**src/rtl/decryption_cfg_master_if.sv**
```systemverilog
// Host request/response and register-bus signal bundle for decryption_cfg_master.
// The master modport is the view of the configuration master itself; the slave
// modport is the view of its environment (host plus register file).
interface decryption_cfg_master_if #(
    parameter int ADDR_WIDTH = 8,
    parameter int REG_WIDTH  = 16
);
    // host request side
    logic                  req_valid;
    logic                  req_ready;
    logic                  req_write;
    logic [ADDR_WIDTH-1:0] req_addr;
    logic [REG_WIDTH-1:0]  req_wdata;

    // host response side
    logic                  rsp_valid;
    logic [REG_WIDTH-1:0]  rsp_rdata;
    logic                  rsp_error;
    logic                  rsp_timeout;

    // register bus towards the regfile
    logic [ADDR_WIDTH-1:0] addr;
    logic                  read;
    logic                  write;
    logic [REG_WIDTH-1:0]  wdata;
    logic [REG_WIDTH-1:0]  rdata;
    logic                  done;
    logic                  error;

    modport master (
        input  req_valid, req_write, req_addr, req_wdata,
        input  rdata, done, error,
        output req_ready, rsp_valid, rsp_rdata, rsp_error, rsp_timeout,
        output addr, read, write, wdata
    );

    modport slave (
        output req_valid, req_write, req_addr, req_wdata,
        output rdata, done, error,
        input  req_ready, rsp_valid, rsp_rdata, rsp_error, rsp_timeout,
        input  addr, read, write, wdata
    );
endinterface

```
**src/rtl/decryption_cfg_master.sv**
```systemverilog
// decryption_cfg_master: turns single host register requests into one register-bus
// access (one-cycle read/write strobe, then wait for done) and returns a one-cycle
// response pulse carrying read data and error status. One access in flight at a time.
// Optional feature macro: DECRYPTION_CFG_MASTER_TIMEOUT_EN -- when defined, an access
// that sees no done within TIMEOUT_CYCLES wait cycles completes with error+timeout.
// Reset rst_n is synchronous and active-low.
module decryption_cfg_master #(
    parameter int ADDR_WIDTH     = 8,
    parameter int REG_WIDTH      = 16,
    parameter int TIMEOUT_CYCLES = 15
) (
    input  logic                    clk,
    input  logic                    rst_n,
    decryption_cfg_master_if.master bus
);

    typedef enum logic [1:0] {
        ST_IDLE  = 2'd0,
        ST_ISSUE = 2'd1,
        ST_WAIT  = 2'd2,
        ST_RESP  = 2'd3
    } state_t;

    state_t                state_r;
    logic                  req_ready_r;
    logic                  read_r;
    logic                  write_r;
    logic                  is_write_r;
    logic [ADDR_WIDTH-1:0] addr_r;
    logic [REG_WIDTH-1:0]  wdata_r;
    logic                  rsp_valid_r;
    logic [REG_WIDTH-1:0]  rsp_rdata_r;
    logic                  rsp_error_r;

`ifdef DECRYPTION_CFG_MASTER_TIMEOUT_EN
    // Counter value seen in the last wait cycle that is still allowed to receive done.
    localparam logic [7:0] TIMEOUT_LAST = 8'(TIMEOUT_CYCLES - 1);

    logic [7:0]            wait_cnt_r;
    logic                  rsp_timeout_r;
`else
    // TIMEOUT_CYCLES only matters when the timeout feature is built in.
    logic                  unused_timeout_s;
    assign unused_timeout_s = (TIMEOUT_CYCLES == 0);
`endif

    // Access sequencer: accept, strobe, wait for completion, respond; all outputs registered.
    always_ff @(posedge clk) begin
        if (!rst_n) begin
            state_r       <= ST_IDLE;
            req_ready_r   <= 1'b1;
            read_r        <= 1'b0;
            write_r       <= 1'b0;
            is_write_r    <= 1'b0;
            addr_r        <= {ADDR_WIDTH{1'b0}};
            wdata_r       <= {REG_WIDTH{1'b0}};
            rsp_valid_r   <= 1'b0;
            rsp_rdata_r   <= {REG_WIDTH{1'b0}};
            rsp_error_r   <= 1'b0;
`ifdef DECRYPTION_CFG_MASTER_TIMEOUT_EN
            wait_cnt_r    <= 8'd0;
            rsp_timeout_r <= 1'b0;
`endif
        end else begin
            case (state_r)
                ST_IDLE: begin
                    if (bus.req_valid) begin
                        // Capture the request; write data is forced to zero for reads.
                        is_write_r  <= bus.req_write;
                        addr_r      <= bus.req_addr;
                        wdata_r     <= bus.req_write ? bus.req_wdata : {REG_WIDTH{1'b0}};
                        write_r     <= bus.req_write;
                        read_r      <= ~bus.req_write;
                        req_ready_r <= 1'b0;
                        state_r     <= ST_ISSUE;
                    end else begin
                        state_r     <= ST_IDLE;
                    end
                end

                ST_ISSUE: begin
                    // Strobe lasts exactly this one cycle.
                    read_r     <= 1'b0;
                    write_r    <= 1'b0;
`ifdef DECRYPTION_CFG_MASTER_TIMEOUT_EN
                    wait_cnt_r <= 8'd0;
`endif
                    state_r    <= ST_WAIT;
                end

                ST_WAIT: begin
                    if (bus.done) begin
                        // done has priority over an expiring timeout in the same cycle.
                        rsp_error_r   <= bus.error;
                        rsp_rdata_r   <= is_write_r ? {REG_WIDTH{1'b0}} : bus.rdata;
`ifdef DECRYPTION_CFG_MASTER_TIMEOUT_EN
                        rsp_timeout_r <= 1'b0;
`endif
                        rsp_valid_r   <= 1'b1;
                        state_r       <= ST_RESP;
                    end
`ifdef DECRYPTION_CFG_MASTER_TIMEOUT_EN
                    else if (wait_cnt_r == TIMEOUT_LAST) begin
                        rsp_error_r   <= 1'b1;
                        rsp_timeout_r <= 1'b1;
                        rsp_rdata_r   <= {REG_WIDTH{1'b0}};
                        rsp_valid_r   <= 1'b1;
                        state_r       <= ST_RESP;
                    end else begin
                        wait_cnt_r    <= wait_cnt_r + 8'd1;
                        state_r       <= ST_WAIT;
                    end
`else
                    else begin
                        state_r       <= ST_WAIT;
                    end
`endif
                end

                ST_RESP: begin
                    // One-cycle response pulse; response fields stay until the next one.
                    rsp_valid_r <= 1'b0;
                    req_ready_r <= 1'b1;
                    state_r     <= ST_IDLE;
                end

                default: begin
                    state_r     <= ST_IDLE;
                    req_ready_r <= 1'b1;
                    read_r      <= 1'b0;
                    write_r     <= 1'b0;
                    rsp_valid_r <= 1'b0;
                end
            endcase
        end
    end

    assign bus.req_ready   = req_ready_r;
    assign bus.read        = read_r;
    assign bus.write       = write_r;
    assign bus.addr        = addr_r;
    assign bus.wdata       = wdata_r;
    assign bus.rsp_valid   = rsp_valid_r;
    assign bus.rsp_rdata   = rsp_rdata_r;
    assign bus.rsp_error   = rsp_error_r;
`ifdef DECRYPTION_CFG_MASTER_TIMEOUT_EN
    assign bus.rsp_timeout = rsp_timeout_r;
`else
    assign bus.rsp_timeout = 1'b0;
`endif

endmodule
```
**src/flat_wrapper.sv**
```systemverilog
// flat-port wrapper written by rule: the top's interface ports become plain ports
module decryption_cfg_master_flat 
#(
    parameter int ADDR_WIDTH     = 8,
    parameter int REG_WIDTH      = 16,
    parameter int TIMEOUT_CYCLES = 15
)
  (clk, rst_n, bus_req_valid, bus_req_write, bus_req_addr, bus_req_wdata, bus_rdata, bus_done, bus_error, bus_req_ready, bus_rsp_valid, bus_rsp_rdata, bus_rsp_error, bus_rsp_timeout, bus_addr, bus_read, bus_write, bus_wdata);
  decryption_cfg_master_if #(.ADDR_WIDTH(ADDR_WIDTH), .REG_WIDTH(REG_WIDTH)) bus_i ();
  input  logic clk;
  input  logic rst_n;
  input wire logic [$bits(bus_i.req_valid)-1:0] bus_req_valid;
  input wire logic [$bits(bus_i.req_write)-1:0] bus_req_write;
  input wire logic [$bits(bus_i.req_addr)-1:0] bus_req_addr;
  input wire logic [$bits(bus_i.req_wdata)-1:0] bus_req_wdata;
  input wire logic [$bits(bus_i.rdata)-1:0] bus_rdata;
  input wire logic [$bits(bus_i.done)-1:0] bus_done;
  input wire logic [$bits(bus_i.error)-1:0] bus_error;
  output wire logic [$bits(bus_i.req_ready)-1:0] bus_req_ready;
  output wire logic [$bits(bus_i.rsp_valid)-1:0] bus_rsp_valid;
  output wire logic [$bits(bus_i.rsp_rdata)-1:0] bus_rsp_rdata;
  output wire logic [$bits(bus_i.rsp_error)-1:0] bus_rsp_error;
  output wire logic [$bits(bus_i.rsp_timeout)-1:0] bus_rsp_timeout;
  output wire logic [$bits(bus_i.addr)-1:0] bus_addr;
  output wire logic [$bits(bus_i.read)-1:0] bus_read;
  output wire logic [$bits(bus_i.write)-1:0] bus_write;
  output wire logic [$bits(bus_i.wdata)-1:0] bus_wdata;
  assign bus_i.req_valid = bus_req_valid;
  assign bus_i.req_write = bus_req_write;
  assign bus_i.req_addr = bus_req_addr;
  assign bus_i.req_wdata = bus_req_wdata;
  assign bus_i.rdata = bus_rdata;
  assign bus_i.done = bus_done;
  assign bus_i.error = bus_error;
  assign bus_req_ready = bus_i.req_ready;
  assign bus_rsp_valid = bus_i.rsp_valid;
  assign bus_rsp_rdata = bus_i.rsp_rdata;
  assign bus_rsp_error = bus_i.rsp_error;
  assign bus_rsp_timeout = bus_i.rsp_timeout;
  assign bus_addr = bus_i.addr;
  assign bus_read = bus_i.read;
  assign bus_write = bus_i.write;
  assign bus_wdata = bus_i.wdata;
  decryption_cfg_master #(.ADDR_WIDTH(ADDR_WIDTH), .REG_WIDTH(REG_WIDTH), .TIMEOUT_CYCLES(TIMEOUT_CYCLES)) u_core (.clk(clk), .rst_n(rst_n), .bus(bus_i));
endmodule
```
**config.mk**
```make
export PLATFORM = sky130hd
export DESIGN_NAME = decryption_cfg_master_flat
export DESIGN_NICKNAME = d
export VERILOG_FILES = /design/src/rtl/decryption_cfg_master_if.sv /design/src/rtl/decryption_cfg_master.sv /design/src/flat_wrapper.sv
export SDC_FILE = /design/constraint.sdc
export NUM_CORES = 1
export LEC_CHECK = 0
export ABC_AREA = 1
export CAP_MARGIN = 15
export CORE_UTILIZATION = 35
export CTS_BUF_LIST = sky130_fd_sc_hd__clkbuf_8
export CTS_CLUSTER_DIAMETER = 120
export DETAILED_ROUTE_END_ITERATION = 6
export PLACE_DENSITY = 0.81
export SKIP_CTS_REPAIR_TIMING = 1
export SLEW_MARGIN = 20
export SYNTH_ARGS = -nofsm -noshare
export SYNTH_HDL_FRONTEND = slang
export SYNTH_SLANG_ARGS = --single-unit
export TNS_END_PERCENT = 30
```
**constraint.sdc**
```tcl
create_clock -name clk -period 1.3 [get_ports clk]
set_input_delay 0.195 -clock clk [delete_from_list [all_inputs] [get_ports clk]]
set_output_delay 0.195 -clock clk [all_outputs]
set_load 0.02 [all_outputs]
```
# Yosys cells after proc, flatten, opt, wreduce, memory -nomap -nowiden
# Index checks and enable logic that the tools add are counted.
[op_classes]
eq_ne = 5
bitwise = 1
reduce_logical = 9
mux = 13
[op_table]
columns = ["op", "n"]
rows = [
  ["16-bit 2-to-1 mux", 2],
  ["2-bit AND reduction", 5],
  ["1-bit case mux with 2 select lines", 4],
  ["2-bit case mux with 4 select lines", 1],
  ["1-bit 2-to-1 mux", 6],
  ["2-bit nonzero test", 3],
  ["2-bit equality test (second input constant)", 2],
  ["2-bit inequality test (second input constant)", 2],
  ["2-bit by 1-bit equality test with 1-bit output (second input constant)", 1],
  ["2-bit zero test", 1],
  ["1-bit NOT", 1],
]
[totals]
register_bits = 48
wordCells = 38
output_inout_bits = 46

# Longest topological paths before layout
# Gate-level depths: netlist (run 1).
[logic_depth]
word_depth = 3
mapped_depth = 7
depth_no_buf = 6

# Least setup slack after synthesis (run 1)
# Ideal clock, no wire load.
[synth_path]
kind = "register to register"
from = "reg u_core.state_r[0]"
to = "reg u_core.addr_r[0], in the netlist u_core.bus.addr[0]"
synth_period_minus_slack_ns = 1.209
t_required_ns = 1.184
path_stages_with_launch = 8
arrival_ns = 1.093
path_buffers = 1
setup_slack_ns = 0.091
path_cell_list = "dfxtp_1 inv_1 ha_1 nand2_2 buf_6 clkinv_4 nor2_1 nor2_1"
[synth_via]
elab_chain_cells = 2
[synth_rtl]
columns = ["item", "line_no", "rtl"]
rows = [
  ["start: declaration", "decryption_cfg_master.sv:24", "state_t state_r;"],
  ["start signal: assignment", "decryption_cfg_master.sv:50", "state_r <= ST_IDLE;"],
  ["start signal: assignment", "decryption_cfg_master.sv:75", "state_r <= ST_ISSUE;"],
  ["start signal: assignment", "decryption_cfg_master.sv:77", "state_r <= ST_IDLE;"],
  ["2-bit zero test", "decryption_cfg_master.sv:65", "case (state_r)"],
  ["2-bit AND reduction (no line)", "n/a", ""],
  ["end signal: assignment", "decryption_cfg_master.sv:55", "addr_r <= {ADDR_WIDTH{1'b0}};"],
  ["end signal: assignment", "decryption_cfg_master.sv:70", "addr_r <= bus.req_addr;"],
  ["end: declaration", "decryption_cfg_master.sv:29", "logic [ADDR_WIDTH-1:0] addr_r;"],
]
# Every way passes these cells.
# A chain may end at the register's enable or synchronous reset.

# Worst setup path after layout (run 1)
[layout_path]
from = "reg u_core.state_r[0]"
to = "reg u_core.rsp_rdata_r[5], in the netlist u_core.bus.rsp_rdata[5]"
[layout_via]
elab_chain_cells = 2
[layout_rtl]
columns = ["item", "line_no", "rtl"]
rows = [
  ["2-bit equality test", "decryption_cfg_master.sv:65", ""],
  ["2-bit AND reduction (no line)", "n/a", ""],
  ["end signal: assignment", "decryption_cfg_master.sv:58", "rsp_rdata_r <= {REG_WIDTH{1'b0}};"],
  ["end signal: assignment", "decryption_cfg_master.sv:95", "rsp_rdata_r <= is_write_r ? {REG_WIDTH{1'b0}} : bus.rdata;"],
  ["end: declaration", "decryption_cfg_master.sv:32", "logic [REG_WIDTH-1:0] rsp_rdata_r;"],
]
# Every way passes these cells.

==> key figures, run 1 <==
Run status
  • Outcome: finished with violations
  • Failing checks: setup timing

Power and ir drop
  • Switching part of the total: 0.3120
  • Design Power: 4097 uW
  • Clock network power share: 0.264
  • Combinational power share: 0.317
  • Pwr Density: 1337 mW/mm2
  • P_leak: 0.001880 uW
  • Peak supply drop: 685.6 uV
  • Pint: 2818 uW
  • Sw Pwr: 1278 uW
  • Register share of total power: 0.419

Route
  • Vias: 1762
  • Pre-antenna DRT Iters: 4
  • Via density per instance: 4.518
  • DR top layer: met4
  • Routed length on met3: 297 um
  • WL/cell: 11.98 um
  • M1 WL: 2018 um
  • Initial DRC count: 76
  • Met2 wire len: 2301 um
  • Aggregate routed wire length: 4672 um
  • Antenna-violating nets left: 0
  • Number of remaining DRC errors: 0

Clocking
  • CTS buffer count: 5
  • CTS tree: done
  • Clock transition at path regs: 100 ps
  • CTS HTree Levels: 2
  • Skew-Pair Late Insertion Delay: 310 ps
  • Root buffer cell: clkbuf_8
  • Sink Count: 48
  • Max clock buf depth: 2

Global routing
  • Aggregate global routing overflow: 0
  • Vias in the first global route: 1565
  • GRT Total Usage: 0.1782
  • First-pass GRT wire length: 7307 um
  • Initial antenna violation count: 0
  • Largest net degree at the start of global routing: 19

Placement
  • Placement Setup Slack: -124.1 ps
  • IO Port Bufs: 90
  • Final GP Congestion: 0.7565
  • Post-DP HPWL: 3364 um

STA
  • Final Setup Violations: 5
  • Period minus WS final: 1312 ps
  • Fin. Hold Viols: 0
  • Setup slack after layout: -12.36 ps
  • Max frequency: 0.7620 GHz
  • Final period utilization: 1.010
  • RSZ-0062 raised after global routing: true
  • Worst clock skew: 11.56 ps
  • Final Max Slew Viols: 0

Critical path
  • Worst setup EP type: flop
  • CP required: 1540 ps
  • Max FO, Critical Path: 18
  • R2R setup slack: -10 ps
  • Arrival time worst endpoint: 1560 ps
  • Path type of the worst setup path: reg2reg
  • CP startpoint kind: flop

Final layout
  • Final #Nets: 372
  • Layout area overhead: 70.90%
  • Util after Layout: 0.6361
  • Fraction of layout cells with a size suffix above 1: 0.09598
  • Antenna diodes: 0

Logic synthesis
  • Syn Nets: 270
  • Count leader, synth: nand2_1
  • Synth area leaders: dfxtp_1, nand2_1, a21oi_1, nand3_1, nor2_1
  • Async S/R FF share, synth: 0
  • Post-synthesis sequential area ratio: 0.5359
  • Yosys top cell area share: 0.5359
  • Yosys Warn Count: 0
  • Mapped cell area: 0.001793 mm2
  • #FFs+latches synth: 48
  • Post-synth top area cell: dfxtp_1
  • Syn Area/Cell: 8.150 um2
  • Commonest cells post-synth: nand2_1, dfxtp_1, a21oi_1
  • Number of enable flip-flop cells after synthesis: 0
  • Gate Count Post-Synth: 220
  • Netlist cell types: 20
  • Synth Flop Type: dfxtp_1

Hold path
  • HP Class: in2reg

Floorplan
  • Die area: 0.005413 mm2
  • I/O Pins: 92
  • # rows: 25
  • Die Y: 73.58 um
  • Core Area: 0.004817 mm2
  • Die width: 73.58 um
  • Initial core utilization: 0.3722

Flow run
  • Max_cap viols: 0
==> state kept, by name (all words and copies together) (netlist names) <==
| name | count |
|---|---|
| u_core.bus.addr | 8 |
| u_core.bus.rsp_rdata | 16 |
| u_core.bus.rsp_valid | 1 |
| u_core.bus.write | 1 |
| u_core.bus.read | 1 |
| u_core.bus.wdata | 16 |
| u_core.state_r | 2 |
| u_core.bus.rsp_error | 1 |
| u_core.bus.req_ready | 1 |
| u_core.is_write_r | 1 |
==> worst max-delay path: stages (launching register included) <==
cell and delay, ps:
dfxtp_1 320, inv_1 80, buf_4 100, ha_1 170
nand2_2 70, inv_2 230, nand3_1 120, a21oi_1 150
==> metrics by stage <==
step / setup TNS [ps] / instance area, um2 / std cells / hold WS (ps)
final: -30.71 / 3064 / 390 / 442.3
after global routing: -3055 / 3064 / 390 / 432.5
after CTS: -7665 / 2938 / 390 / 436.2
after detailed placement: -3252 / 2826 / 382 / 455.4
after global placement: -1325 / 2826 / 382 / 450.8
after floorplan: 0 / 1793 / 220 / 330.7
==> placed cells by master, fill, tap and decap left out, types with 2 or more instances in the layout <==
master / instances
nand3_1: 19
clkdlybuf4s50_1: 45
ha_1: 4
a21oi_1: 37
nor2_1: 20
inv_1: 8
nand2_1: 50
clkbuf_8: 5
clkinv_1: 2
dfxtp_1: 48
dlymetal6s2s_1: 45
o21ai_0: 12
buf_4: 16
==> cell type report <==
type,count,area [um2]
timing repair buffer,107,1145
tap,67,83.83
multi-input combinational,148,713.2
fill,435,1753
sequential,48,960.9
clock buffer,5,68.82
clock inverter,3,42.54
inverter,12,50.05
==> per-layer routing <==
layer,global-route usage,up-vias
li1,-,915
met1,0.2255,786
met2,0.2875,54
met3,0.06036,7
met4,0.05128,0
met5,0,-
==> power by group through the flow <==
stage / clock (uW) / sequential (uW) / combinational (uW)
2_1_floorplan: 0 / 1930 / 509
3_3_place_gp: 0 / 1750 / 1290
3_5_place_dp: 0 / 1760 / 1310
4_1_cts: 1090 / 1720 / 1320
5_1_grt: 1160 / 1740 / 1440
6_report: 1080 / 1720 / 1300
==> worst paths after layout <==
path	startpoint	cells past startpoint	endpoint
hold / removal	bus_req_wdata[12]	3	u_core.bus.wdata[12]
setup reg to reg	u_core.state_r[0]	7	u_core.bus.rsp_rdata[5]
setup / recovery	u_core.state_r[0]	7	u_core.bus.rsp_rdata[5]
hold reg to reg	u_core.bus.rsp_rdata[10]	2	u_core.bus.rsp_rdata[10]
==> cell families after synthesis <==
kind of cell               Yosys count  share of synthesized area
and+or+nand+nor                     93                     0.2212
other                                1                   0.002092
buffers and inverters               24                    0.07188
adders and majority gates            4                    0.02791
AOI/OAI and AO/OA                   50                     0.1410
DFF                                 48                     0.5359
No activity file was read; power rests on OpenSTA's default activity.
==> run 2: changes to the inputs <==
--- a/config.mk
+++ b/config.mk
@@ -7,11 +7,11 @@
 export LEC_CHECK = 0
 export ABC_AREA = 1
 export CAP_MARGIN = 15
-export CORE_UTILIZATION = 35
+export CORE_UTILIZATION = 41
 export CTS_BUF_LIST = sky130_fd_sc_hd__clkbuf_8
 export CTS_CLUSTER_DIAMETER = 120
 export DETAILED_ROUTE_END_ITERATION = 6
-export PLACE_DENSITY = 0.81
+export PLACE_DENSITY = 0.91
 export SKIP_CTS_REPAIR_TIMING = 1
 export SLEW_MARGIN = 20
 export SYNTH_ARGS = -nofsm -noshare
==> run 2 against run 1 <==
- wire length is 4.5% higher
- setup slack better by 64 ps
- die area is 14% lower
- the flow now finishes without violations
- via count is 4.9% higher
- sequential power hardly changed
- total power is 5.6% lower
- critical path depth is 1 lower
- fmax is 5.2% higher
- critical path type unchanged
- global-route usage is 2.5 points higher
- combinational power hardly changed
- largest power group unchanged
- clock skew is 6.9 ps lower
==> key figures, run 2 (same netlist as run 1, synthesis figures left out) <==
Final layout
  • Design Area, Final: 0.003019 mm2 (was 0.003064 mm2)
  • Antenna diodes: 0 (unchanged)
  • Most frequent cells in the layout: nand2_1, dfxtp_1, clkdlybuf4s50_1, dlymetal6s2s_1, a21oi_1 (unchanged)
  • Layout area overhead: 68.39% (was 70.90%)
  • Final Non-Filler Cells: 370 (was 390)
  • Filler cell count: 315 (was 435)
  • Util after Layout: 0.7388 (was 0.6361)
  • Commonest non-fill, non-tap cell in the layout: nand2_1 (unchanged)
  • Final #Nets: 370 (was 372)
  • Fraction of layout cells with a size suffix above 1: 0.09063 (was 0.09598)

Route
  • Antenna-violating nets left: 0 (unchanged)
  • Via density per instance: 4.997 (was 4.518)
  • Aggregate routed wire length: 4881 um (was 4672 um)
  • Vias: 1849 (was 1762)
  • Initial DRC count: 137 (was 76)
  • Pre-antenna DRT Iters: 4 (unchanged)
  • Number of remaining DRC errors: 0 (unchanged)
  • WL/cell: 13.19 um (was 11.98 um)

Floorplan
  • # rows: 23 (was 25)
  • Die width: 68.13 um (was 73.58 um)
  • Die area: 0.004642 mm2 (was 0.005413 mm2)
  • I/O Pins: 92 (unchanged)
  • Core Area: 0.004086 mm2 (was 0.004817 mm2)
  • Die Y: 68.13 um (was 73.58 um)
  • Initial core utilization: 0.4388 (was 0.3722)

STA
  • Period minus WS final: 1248 ps (was 1312 ps)
  • Fin. Hold Viols: 0 (unchanged)
  • Final Max Slew Viols: 0 (unchanged)
  • Worst clock skew: 4.707 ps (was 11.56 ps)
  • Max frequency: 0.8012 GHz (was 0.7620 GHz)
  • Post-Route Setup TNS: 0 ps (was -30.71 ps)
  • Final period utilization: 0.9601 (was 1.010)
  • RSZ-0062 raised after global routing: true (unchanged)
  • Final Setup Violations: 0 (was 5)

Placement
  • Final GP Congestion: 0.8396 (was 0.7565)
  • Post-Place Cell Area: 0.002783 mm2 (was 0.002826 mm2)
  • IO Port Bufs: 90 (unchanged)
  • Post-DP HPWL: 3371 um (was 3364 um)
  • Placed Cells: 362 (was 382)

Clocking
  • CTS tree: done (unchanged)
  • Max clock buf depth: 2 (unchanged)
  • CTS buffer count: 5 (unchanged)
  • Clock transition at path regs: 80 ps (was 100 ps)
  • Skew-Pair Late Insertion Delay: 290 ps (was 310 ps)
  • Root buffer cell: clkbuf_8 (unchanged)
  • Sink Count: 48 (unchanged)
  • CTS HTree Levels: 2 (unchanged)

Critical path
  • CP startpoint kind: flop (unchanged)
  • Cells along the critical path: inv_1 -> ha_4 -> nand2_4 -> buf_6 -> nand3_1 -> a21oi_1 (was inv_1 -> buf_4 -> ha_1 -> nand2_2 -> inv_2 -> nand3_1 -> a21oi_1)
  • CP required: 1520 ps (was 1540 ps)
  • Worst setup EP type: flop (unchanged)
  • Arrival time worst endpoint: 1470 ps (was 1560 ps)
  • Slowest CP cell: dfxtp_1 (unchanged)
  • Path type of the worst setup path: reg2reg (unchanged)
  • CP peak stage delay: 350 ps (was 320 ps)
  • Max FO, Critical Path: 11 (was 18)

Global routing
  • Aggregate global routing overflow: 0 (unchanged)
  • GRT Total Usage: 0.2034 (was 0.1782)
  • Vias in the first global route: 1635 (was 1565)
  • Initial antenna violation count: 0 (unchanged)
  • First-pass GRT wire length: 7010 um (was 7307 um)
  • Largest net degree at the start of global routing: 20 (was 19)

Hold path
  • HP Class: in2reg (unchanged)

Run status
  • Outcome: finished, final reports clean (was finished with violations)

Flow run
  • Max_cap viols: 0 (unchanged)

Power and ir drop
  • Pwr Density: 1280 mW/mm2 (was 1337 mW/mm2)
  • P_leak: 0.001872 uW (was 0.001880 uW)
  • Peak supply drop: 954.1 uV (was 685.6 uV)
## run 2: cell count changes in the layout (fill, tap and decap cells not counted), moves of 2 or more
cell	before	now
o21ai_0	12	10
buf_6	1	3
buf_4	16	11
ha_1	4	2
o21ai_1	0	2
## run 2: through the flow
stage | total power, uW | hold WS (ps) | setup slack (ps)
after detailed placement | 3037 | 451.5 | -118.8
after floorplan | 2442 | 330.7 | 91.14
after CTS | 3845 | 447.6 | -169.9
final | 3866 | 454.2 | 51.92
after global routing | 4094 | 451.3 | -23.99
after global placement | 2993 | 448.5 | -76.11
## run 2: area by class of cell
class,instances,area (um2),area share
Timing Repair inverter,1,5.005,0.001658
Clock buffer,5,68.82,0.02279
Clock inverter,2,8.758,0.002901
Multi-Input combinational cell,148,728.2,0.2412
Inverter,12,55.05,0.01823
Sequential cell,48,960.9,0.3183
Tap cell,50,62.56,0.02072
Timing Repair Buffer,104,1130,0.3742
## run 2: layer usage
metal  global-route usage  vias to the layer above  share of wire
met2               0.3419                       70           0.51
met1               0.2273                      859           0.40
met4              0.09896                        0          0.014
li1                     -                      912              -
met5                    0                        -              0
met3              0.07000                        8          0.073
## run 2: report_power, final
| group | switching (uW) | internal, uW | leakage, uW | total [uW] |
|---|---|---|---|---|
| logic | 721 | 613 | 0.00144 | 1330 |
| clock network | 451 | 358 | 0.0000452 | 809 |
| registers | 83.2 | 1640 | 0.000392 | 1720 |
| total | 1260 | 2610 | 0.00187 | 3870 |
## run 2: path summary, 6_finish.rpt
| path | startpoint | to | slack, ps | depth (start not counted) |
|---|---|---|---|---|
| worst min register to register | u_core.bus.rsp_rdata[3] | u_core.bus.rsp_rdata[3] | 460 | 2 |
| worst max-delay path | u_core.state_r[1] | u_core.bus.read | 50 | 6 |
| worst min-delay path | bus_req_wdata[7] | u_core.bus.wdata[7] | 450 | 3 |
| worst max register to register | u_core.state_r[1] | u_core.bus.read | 50 | 6 |
## run 2: worst max-delay path, delay by kind of cell (launching register included)
family          cells  cell delay [ps]
simple gates        2              230
compound gates      1              160
fa+ha+maj           1              180
buf+inv             2              260
flops               1              350
==> run 3: changes to the inputs <==
--- a/config.mk
+++ b/config.mk
@@ -7,14 +7,14 @@
 export LEC_CHECK = 0
 export ABC_AREA = 1
 export CAP_MARGIN = 15
-export CORE_UTILIZATION = 41
+export CORE_UTILIZATION = 60
 export CTS_BUF_LIST = sky130_fd_sc_hd__clkbuf_8
 export CTS_CLUSTER_DIAMETER = 120
 export DETAILED_ROUTE_END_ITERATION = 6
-export PLACE_DENSITY = 0.91
+export DONT_BUFFER_PORTS = 1
+export PLACE_DENSITY = 0.85
 export SKIP_CTS_REPAIR_TIMING = 1
 export SLEW_MARGIN = 20
 export SYNTH_ARGS = -nofsm -noshare
 export SYNTH_HDL_FRONTEND = slang
 export SYNTH_SLANG_ARGS = --single-unit
-export TNS_END_PERCENT = 30
==> run 3 against run 2 <==
- the run now ends with DRC, hold timing left
- die area down 31%
- non-clock buffer count down 96
- via count down 21%
- critical path type unchanged
- largest cell class is now registers
- largest power group unchanged
==> key figures, run 3 (same netlist as run 1, synthesis figures left out) <==
STA
  • Worst clock skew: 4.797 ps (was 4.707 ps)
  • Period minus WS final: 1242 ps (was 1248 ps)
  • Setup slack after layout: 58.29 ps (was 51.92 ps)
  • Fin. Hold Viols: 1 (was 0)
  • Hold slack final: -6.092 ps (was 454.2 ps)
  • RSZ-0062 raised after global routing: true (unchanged)
  • Max frequency: 0.8053 GHz (was 0.8012 GHz)
  • Final Setup Violations: 0 (unchanged)
  • Final period utilization: 0.9552 (was 0.9601)
  • Final Max Slew Viols: 0 (unchanged)

Route
  • Initial DRC count: 67 (was 137)
  • Number of remaining DRC errors: 9 (was 0)
  • Pre-antenna DRT Iters: 6 (was 4)
  • Via density per instance: 5.681 (was 4.997)
  • Aggregate routed wire length: 3830 um (was 4881 um)
  • Vias: 1460 (was 1849)
  • WL/cell: 14.90 um (was 13.19 um)
  • Antenna-violating nets left: 0 (unchanged)

Final layout
  • Fraction of layout cells with a size suffix above 1: 0.1106 (was 0.09063)
  • Commonest non-fill, non-tap cell in the layout: nand2_1 (unchanged)
  • Design Area, Final: 0.002004 mm2 (was 0.003019 mm2)
  • Most frequent cells in the layout: nand2_1, dfxtp_1, a21oi_1, nor2_1, nand3_1 (was nand2_1, dfxtp_1, clkdlybuf4s50_1, dlymetal6s2s_1, a21oi_1)
  • Antenna diodes: 0 (unchanged)
  • Util after Layout: 0.7145 (was 0.7388)
  • Filler cell count: 213 (was 315)
  • Final #Nets: 275 (was 370)
  • Layout area overhead: 11.79% (was 68.39%)

Clocking
  • CTS tree: done (unchanged)
  • Skew-Pair Late Insertion Delay: 300 ps (was 290 ps)
  • Max clock buf depth: 2 (unchanged)
  • CTS HTree Levels: 2 (unchanged)
  • Sink Count: 48 (unchanged)
  • Clock transition at path regs: 80 ps (about the same)
  • Root buffer cell: clkbuf_8 (unchanged)
  • CTS buffer count: 5 (unchanged)

Critical path
  • Cells along the critical path: inv_1 -> ha_4 -> nand2_2 -> nor2_4 -> nand2_1 -> a21oi_1 (was inv_1 -> ha_4 -> nand2_4 -> buf_6 -> nand3_1 -> a21oi_1)
  • Crit path max-delay family: simple AND/OR/NAND/NOR gates (was flip-flops)
  • CP peak stage delay: 320 ps (was 350 ps)
  • CP startpoint kind: flop (unchanged)
  • CP required: 1530 ps (was 1520 ps)
  • Bufs and invs on worst path: 1 (was 2)
  • Arrival time worst endpoint: 1470 ps (about the same)
  • Max FO, Critical Path: 8 (was 11)
  • Worst setup EP type: flop (unchanged)
  • Slowest CP cell: dfxtp_1 (unchanged)
  • Path type of the worst setup path: reg2reg (unchanged)

Global routing
  • Largest net degree at the start of global routing: 32 (was 20)
  • GRT Total Usage: 0.2533 (was 0.2034)
  • Initial antenna violation count: 0 (unchanged)
  • Vias in the first global route: 1431 (was 1635)
  • First-pass GRT wire length: 6210 um (was 7010 um)
  • Aggregate global routing overflow: 0 (unchanged)

Floorplan
  • Core Area: 0.002805 mm2 (was 0.004086 mm2)
  • Die Y: 56.67 um (was 68.13 um)
  • Die width: 56.67 um (was 68.13 um)
  • Die area: 0.003211 mm2 (was 0.004642 mm2)
  • Initial core utilization: 0.6392 (was 0.4388)
  • I/O Pins: 92 (unchanged)
  • # rows: 19 (was 23)

Run status
  • Failing checks: DRC, hold timing
  • Outcome: finished with violations (was finished, final reports clean)

Placement
  • IO Port Bufs: 0 (was 90)
  • Placement Setup Slack: -41.54 ps (was -118.8 ps)
  • Final GP Congestion: 0.7912 (was 0.8396)
  • Post-DP HPWL: 2545 um (was 3371 um)
  • Post-Place Cell Area: 0.001838 mm2 (was 0.002783 mm2)

Hold path
  • HP Class: in2reg (unchanged)

Power and ir drop
  • P_leak: 0.0007573 uW (was 0.001872 uW)
  • Pwr Density: 1909 mW/mm2 (was 1280 mW/mm2)
  • Peak supply drop: 1336 uV (was 954.1 uV)

Flow run
  • Max_cap viols: 0 (unchanged)
-- run 3: cell types whose count changed in the layout (fill, tap and decap cells not counted) --
cell / change
buf_12: +2
bufinv_16: +1
dlymetal6s2s_1: -45
buf_4: -5
clkinv_4: -1
inv_2: -1
nand2_2: +2
clkinv_2: -2
clkbuf_8: +2
nor2_4: +1
nand2_4: -1
clkdlybuf4s50_1: -45
buf_6: -3
inv_4: +1
-- run 3: layout make-up --
class | instances | area (um2) | share of cell area
clock buffers | 7 | 96.34 | 0.04806
clock inverters | 1 | 30.03 | 0.01498
inverters | 12 | 52.55 | 0.02622
multi-input cells | 150 | 740.7 | 0.3695
flip-flops and latches | 48 | 960.9 | 0.4794
well taps | 31 | 38.79 | 0.01935
repair buffers | 8 | 85.08 | 0.04245
-- run 3: power by group --
| part | total [uW] | internal [uW] | leakage [uW] | switching (uW) |
|---|---|---|---|---|
| combinational | 752 | 296 | 0.000301 | 456 |
| sequential | 1920 | 1640 | 0.000392 | 281 |
| clock | 1150 | 678 | 0.0000645 | 474 |
-- run 3: worst reg2reg max path, delay by kind of cell, from the launching register on --
kind / cells / cell delay (ps)
buffers and inverters: 1 / 120
adder cells (fa/ha/maj): 1 / 180
AO/OA/AOI/OAI: 1 / 130
AND/OR/NAND/NOR: 3 / 420
flip-flops: 1 / 320
-- run 3: worst paths after layout --
kind | start | cells after the start | to | slack [ps]
setup / recovery | u_core.state_r[0] | 6 | u_core.bus.wdata[3] | 60
hold / removal | rst_n | 2 | u_core.state_r[1] | -6
setup reg to reg | u_core.state_r[0] | 6 | u_core.bus.wdata[3] | 60
hold reg to reg | u_core.bus.rsp_rdata[13] | 2 | u_core.bus.rsp_rdata[13] | 570
-- run 3: per-stage QoR --
stage | setup TNS (ps) | total power, uW | cells
3_5_place_dp | -240.1 | 2623 | 247
2_1_floorplan | 0 | 2442 | 220
6_report | 0 | 3826 | 257
5_1_grt | -75.13 | 4030 | 257
3_3_place_gp | 0 | 2594 | 247
4_1_cts | -439.7 | 3746 | 255
-- run 3: metal layers --
layer	track usage	wire length [um]	up-vias
met3	0.1037	292	6
li1	-	-	727
met4	0.09286	46	0
met2	0.4235	1887	54
met5	0	0	-
met1	0.2887	1603	673
